**src/rtl/mux_arbiter.sv**
```systemverilog
// -----------------------------------------------------------------------------
// mux_arbiter
//   Two-requester round-robin arbiter feeding a single registered output word.
//   A requester's word is accepted whenever it holds the grant and the output
//   register has room: either empty, or being drained by the consumer in the
//   same cycle. Back-to-back transfers therefore run at one word per cycle.
//   When both requesters are valid, the grant goes to the one that did not win
//   last time. The last-grant pointer resets to 1, so requester 0 wins first.
//
// Ports
//   clk        : clock, rising-edge active
//   rst        : synchronous active-high reset
//   i0_valid   : requester 0 offers i0_data
//   i0_data    : requester 0 payload [WIDTH-1:0]
//   i0_ready   : requester 0 word accepted this cycle
//   i1_valid   : requester 1 offers i1_data
//   i1_data    : requester 1 payload [WIDTH-1:0]
//   i1_ready   : requester 1 word accepted this cycle
//   out_valid  : output register holds an unconsumed word
//   out_data   : registered selected word [WIDTH-1:0]
//   out_ready  : consumer takes out_data this cycle
//   sel        : index of the requester whose word sits in out_data
//   cnt0/cnt1  : modulo-256 grant counters for requester 0 / 1
// -----------------------------------------------------------------------------
module mux_arbiter #(
  parameter int WIDTH = 8
) (
  input  logic             clk,
  input  logic             rst,
  input  logic             i0_valid,
  input  logic [WIDTH-1:0] i0_data,
  output logic             i0_ready,
  input  logic             i1_valid,
  input  logic [WIDTH-1:0] i1_data,
  output logic             i1_ready,
  output logic             out_valid,
  output logic [WIDTH-1:0] out_data,
  input  logic             out_ready,
  output logic             sel,
  output logic [7:0]       cnt0,
  output logic [7:0]       cnt1
);

  typedef enum logic {EMPTY = 1'b0, FULL = 1'b1} state_t;

  state_t           state_q;
  logic             out_valid_q;
  logic [WIDTH-1:0] out_data_q;
  logic             sel_q;
  logic             last_q;
  logic [7:0]       cnt0_q;
  logic [7:0]       cnt1_q;

  logic             gnt_vld;
  logic             gnt_idx;
  logic             space;
  logic             xfer;
  logic [WIDTH-1:0] data_d;

  // Grant counters wrap silently; no saturation.
  function automatic logic [7:0] wrap_inc(input logic [7:0] v);
    return v + 8'd1;
  endfunction

  // Grant selection and handshake
  always_comb begin
    gnt_vld = i0_valid | i1_valid;
    gnt_idx = 1'b0;
    if (i0_valid && i1_valid) begin
      gnt_idx = ~last_q;
    end else if (i1_valid) begin
      gnt_idx = 1'b1;
    end
    space    = !out_valid_q || out_ready;
    // Reset gates the handshake so nothing is accepted during the reset cycle.
    xfer     = gnt_vld && space && !rst;
    i0_ready = xfer && !gnt_idx;
    i1_ready = xfer &&  gnt_idx;
    data_d   = gnt_idx ? i1_data : i0_data;
  end

  // Output register stage and control FSM
  always_ff @(posedge clk) begin
    if (rst) begin
      state_q     <= EMPTY;
      out_valid_q <= 1'b0;
      out_data_q  <= '0;
      sel_q       <= 1'b0;
      last_q      <= 1'b1;
      cnt0_q      <= 8'd0;
      cnt1_q      <= 8'd0;
    end else begin
      if (xfer) begin
        out_data_q <= data_d;
        sel_q      <= gnt_idx;
        last_q     <= gnt_idx;
        if (gnt_idx) cnt1_q <= wrap_inc(cnt1_q);
        else         cnt0_q <= wrap_inc(cnt0_q);
      end
      case (state_q)
        EMPTY: begin
          if (xfer) begin
            state_q     <= FULL;
            out_valid_q <= 1'b1;
          end
        end
        FULL: begin
          // Draining with a new grant reloads in place; draining without one empties.
          if (out_ready && !xfer) begin
            state_q     <= EMPTY;
            out_valid_q <= 1'b0;
          end
        end
        default: begin
          state_q     <= EMPTY;
          out_valid_q <= 1'b0;
        end
      endcase
    end
  end

  assign out_valid = out_valid_q;
  assign out_data  = out_data_q;
  assign sel       = sel_q;
  assign cnt0      = cnt0_q;
  assign cnt1      = cnt1_q;

endmodule

```
**config.mk**
```make
export PLATFORM = sky130hd
export DESIGN_NAME = mux_arbiter
export DESIGN_NICKNAME = d
export VERILOG_FILES = /design/src/rtl/mux_arbiter.sv
export SDC_FILE = /design/constraint.sdc
export NUM_CORES = 1
export LEC_CHECK = 0
export CAP_MARGIN = 15
export CORE_MARGIN = 4
export CORE_UTILIZATION = 47
export CTS_BUF_LIST = sky130_fd_sc_hd__clkbuf_8
export DETAILED_ROUTE_END_ITERATION = 6
export GPL_TIMING_DRIVEN = 1
export HOLD_SLACK_MARGIN = 0.12
export PLACE_DENSITY = 0.84
export RECOVER_POWER = 50
export SLEW_MARGIN = 20
export SYNTH_ARGS = -nofsm -noshare
export SYNTH_HDL_FRONTEND = slang
export SYNTH_SLANG_ARGS = --single-unit
```
**constraint.sdc**
```tcl
create_clock -name clk -period 4.28 [get_ports clk]
set_input_delay 0.856 -clock clk [delete_from_list [all_inputs] [get_ports clk]]
set_output_delay 0.856 -clock clk [all_outputs]
set_load 0.005 [all_outputs]
```
# After elaboration in Yosys (flattened, before gate mapping)
# Index checks and enable logic that the tools add are counted.
totals:
  register_bits: 28
  in_bits: 21
  output_inout_bits: 28
  elab_cells: 38
classes:
  n_addsub: 2
  eq_ne: 2
  n_mux: 9
  bitwise: 4
  n_reduce_logical: 14
ops:
  columns: ["op", "count"]
  rows:
  - ["$add A8 B1 Y8 const B", 2]
  - ["$mux W8", 1]
  - ["$logic_and A1 B1 Y1", 6]
  - ["$mux W1", 6]
  - ["$reduce_and A2 Y1", 3]
  - ["$logic_not A1 Y1", 4]
  - ["$pmux W1 S2", 2]
  - ["$not A1 Y1", 3]
  - ["$ne A2 B1 Y1 const B", 1]
  - ["$ne A2 B2 Y1 const B", 1]
  - ["$logic_or A1 B1 Y1", 1]
  - ["$or A1 B1 Y1", 1]

# Longest topological paths before layout
depth:
  word_depth: 8
  mapped_depth: 7

# Worst setup path after synthesis
# OpenSTA, ideal clock, no wires.
synth_path:
  kind: "in2out"
  start: "input i1_valid"
  end: "output i0_ready"
  t_arrival_ns: 1.789
  t_required_ns: 3.424
  slack_ns: 1.635
  stages: 5
  n_path_buf: 2
  cell_sequence: "nor2b_1 or4b_4 buf_6 clkinv_2 buf_4"
synth_via:
  elab_chain_cells: 4
  elab_cells_between_ends: 8
  cone_classes: "mux (2); bitwise (1); reduce/logical (5)"
synth_lines:
  columns: ["element", "line_no", "source"]
  rows:
  - ["start: declaration", "33", "input logic i1_valid,"]
  - ["$mux W1, or another cell as far along", "71", "end else if (i1_valid) begin"]
  - ["$mux W1 / $logic_and A1 B1 Y1 (equally long branches)", "69, 76", null]
  - ["$logic_not A1 Y1 / $logic_and A1 B1 Y1 (equally long branches)", "77, 76", null]
  - ["$logic_and A1 B1 Y1 (*)", "77", "i0_ready = xfer && !gnt_idx;"]
  - ["end: declaration", "32", "output logic i0_ready,"]
# Mark *: on every way between the ends. The rest lies on a longest branch, timed or not.

# Final worst setup path
layout_path:
  start: "input rst"
  end: "output i1_ready"
layout_via:
  elab_chain_cells: 3
layout_lines:
  columns: ["element", "line_no", "source"]
  rows:
  - ["start: declaration", "29", "input logic rst,"]
  - ["$logic_not A1 Y1", "76", "xfer = gnt_vld && space && !rst;"]
  - ["$logic_and A1 B1 Y1", "76", null]
  - ["$logic_and A1 B1 Y1", "78", "i1_ready = xfer && gnt_idx;"]
  - ["end: declaration", "35", "output logic i1_ready,"]
# No other way between the ends.

==> flow_summary.toml <==
[clocking]
tritoncts.num_buffers = 3
ctsResizeCount = 0
clkSinkCount = 28
cts_root_buf = "clkbuf_8"
htreeDepth = 1
holdBufCountCts = 0
cts_tree = "yes"
path_clk_slew_ns = 0.09
cts_setup_buffers = 0
clock_path_buffers = 2
worstSkewPairLatency_ns = 0.28

[logic_synthesis]
syn_avg_cell_area_um2 = 9.04
synth_nets = 158
yosysTopAreaCell = "dfxtp_1"
synthTopCellsByArea = "dfxtp_1, nand2_1, nor2_1, nand2b_1, a22oi_1"
ys_seq_elements = 28
syn_inst = 135
ys.flop_type = "dfxtp_1"
synth-async-reset-ratio = 0
synth_area_um2 = 1220
synth_top_area_frac = 0.459
synth_cell_types = 37
synth-edff-count = 0
ys_warn_count = 0
seq_area_frac_synth = 0.459

[placement]
port_buffers = 48
dpl_worst_slack_ns = 0.620
place.gp.congestion = 0.759
dp_hpwl_um = 2240

[global_routing]
grt_pass1_vias = 1155
grt_pass1_wl_um = 4950
grt_max_degree = 29
antenna_found_initial = 0
track_usage = 0.184
overflow = 0

[timing]
setup_viol = 0
fin_skew_ns = 0.00397
fin_tns_setup_ns = 0
hold_viol_final = 0
worst_pin_slew_ns = 1.07
drv_slew = 0
fin_crit_sh = 0.892
max_freq_mhz = 262
relSlewSlack = 0.285
period_minus_slack_ns = 3.82
rsz0062_at_grt = "false"
worst_slack_ns = 0.462

[drt]
firstDrtPassIters = 4
dr.first_iter.drc_count = 46
wl_per_cell_um = 14.0
detail-route-antenna-nets = 0
avgViaCountPerCell = 5.47
wirelength_um = 2970
drc = 0
vias = 1166

[critical_path]
worstPathRequired_ns = 3.42
worstPathArrival_ns = 2.96
start_kind = "input port"
crit_end = "i1_ready"
r2r-start = "out_valid$_SDFFE_PP0P_"
critical_path_class = "in2out"
cp.depth = 4
slowest_stage = "nor4b_1"
path_max_fanout = 28
critPathBufInv = 3
cpPeakStageDelay_ns = 0.61
endpoint_kind = "primary output"
cpMostUsedCell = "clkdlybuf4s50_1"
cp_top_family = "buffers and inverters"
cp-startpoint = "rst"
reg2reg_slack_ns = 2.47
crit_chain = "clkdlybuf4s50_1, clkbuf_1, nor4b_1, clkdlybuf4s50_1"
reg2regPathDepth = 5
timing.rr.end = "cnt0[7]$_SDFFE_PP0P_"

[die]
row_count = 18
die_h_um = 58.9
die_w_um = 58.9
start_util = 0.492
dieArea_um2 = 3470
core_area_um2 = 2480
ios = 49

[cells_and_area]
areaGrowthSynthToFinish_pct = 46.4
drive_above_1_share = 0.0656
final_nets = 207
antenna_cells = 0

[worst_hold_path]
hold_path_class = "reg2reg"

[power_and_ir_drop]
power_density_nw_per_um2 = 318
leakage_nw = 0.759
vdd_drop_max_mv = 0.272

[outcome]
status = "finished, final reports clean"

[run]
cap_violations = 0
worst register-to-register path, delay by kind of cell, from the launching register on:
kind          cells  cell delay (ns)
buf+inv           1             0.20
simple gates      3             0.85
flops             1             0.34
mux               1             0.32
registers in the layout (all words and copies together), names as in the netlist:
| name | count |
|---|---|
| state_q | 1 |
| cnt0 | 8 |
| out_valid | 1 |
| out_data | 8 |
| last_q | 1 |
| cnt1 | 8 |
| sel | 1 |
layout make-up:
type                            instances  area [um2]
Fill cell                             206         692
Multi-Input combinational cell         98         612
Sequential cell                        28         561
Timing Repair Buffer                   50         492
Clock buffer                            3        41.3
Tap cell                               30        37.5
Clock inverter                          1        30.0
Inverter                                3        12.5
power breakdown:
| part | switching (W) | total [W] | internal, W |
|---|---|---|---|
| clock network | 0.0000831 | 0.000208 | 0.000125 |
| logic | 0.0000313 | 0.0000783 | 0.0000470 |
| registers | 0.00000926 | 0.000282 | 0.000273 |
| total | 0.000124 | 0.000569 | 0.000445 |
metrics by stage:
step | power [W] | utilization | hold slack [ns] | area, um2 | std cells
2_1_floorplan | 0.000321 | - | 0.434 | 1220 | 135
3_3_place_gp | 0.000368 | 0.696 | 0.442 | 1720 | 209
3_5_place_dp | 0.000371 | 0.696 | 0.456 | 1720 | 209
4_1_cts | 0.000578 | 0.725 | 0.481 | 1800 | 213
5_1_grt | 0.000591 | 0.721 | 0.495 | 1790 | 213
6_report | 0.000569 | 0.721 | 0.475 | 1790 | 213
logic make-up after synthesis:
family | after synthesis | share of synthesized area
AND/OR/NAND/NOR | 62 | 0.272
flip-flops | 28 | 0.459
AO/OA/AOI/OAI | 25 | 0.137
buffers and inverters | 9 | 0.0390
multiplexers | 5 | 0.0431
XOR/XNOR | 4 | 0.0287
adder cells (fa/ha/maj) | 2 | 0.0205
synthesized netlist by cell type (2+ instances only):
| cell | instances |
|---|---|
| nor2_1 | 14 |
| a21oi_1 | 7 |
| nor4_1 | 2 |
| inv_1 | 2 |
| nand3_1 | 4 |
| nor2b_1 | 3 |
| nand2_1 | 16 |
| mux2i_1 | 3 |
| ha_1 | 2 |
| clkbuf_1 | 2 |
| nand4_1 | 3 |
| o21ai_0 | 6 |
| dfxtp_1 | 28 |
| and2_1 | 2 |
| xnor2_1 | 4 |
| nand2b_1 | 7 |
| a222oi_1 | 3 |
| or3_1 | 3 |
| a22oi_1 | 5 |
| nand4b_1 | 2 |
layout by cell type, fill, tap and decap left out, types with 2 or more instances in the layout:
cell type / count
a21oi_1: 7
a222oi_1: 3
a22oi_1: 5
and2_1: 2
clkbuf_8: 3
clkdlybuf4s50_1: 23
dfxtp_1: 28
dlygate4sd3_1: 25
ha_1: 2
inv_1: 2
mux2i_1: 3
nand2_1: 16
nand2b_1: 7
nand3_1: 4
nand4_1: 3
nand4b_1: 2
nor2_1: 14
nor2b_1: 3
nor4_1: 2
o21ai_0: 6
or3_1: 3
xnor2_1: 4
worst min-delay path by stage:
stage,cells after the start,from,end
2_1_floorplan,2,last_q$_SDFFE_PP1P_,last_q$_SDFFE_PP1P_
3_3_place_gp,1,sel$_SDFFE_PP0P_,sel$_SDFFE_PP0P_
3_5_place_dp,1,sel$_SDFFE_PP0P_,sel$_SDFFE_PP0P_
4_1_cts,2,last_q$_SDFFE_PP1P_,last_q$_SDFFE_PP1P_
5_1_grt,1,sel$_SDFFE_PP0P_,sel$_SDFFE_PP0P_
6_report,1,sel$_SDFFE_PP0P_,sel$_SDFFE_PP0P_
layer usage:
metal | vias up | GRT usage | wire [um]
met1 | 544 | 0.189 | 1190
met4 | 0 | 0.0777 | 40
met2 | 46 | 0.339 | 1520
met5 | - | 0 | 0
li1 | 571 | - | -
met3 | 5 | 0.0592 | 218
Note: power is estimated with default switching activity, not from simulation.
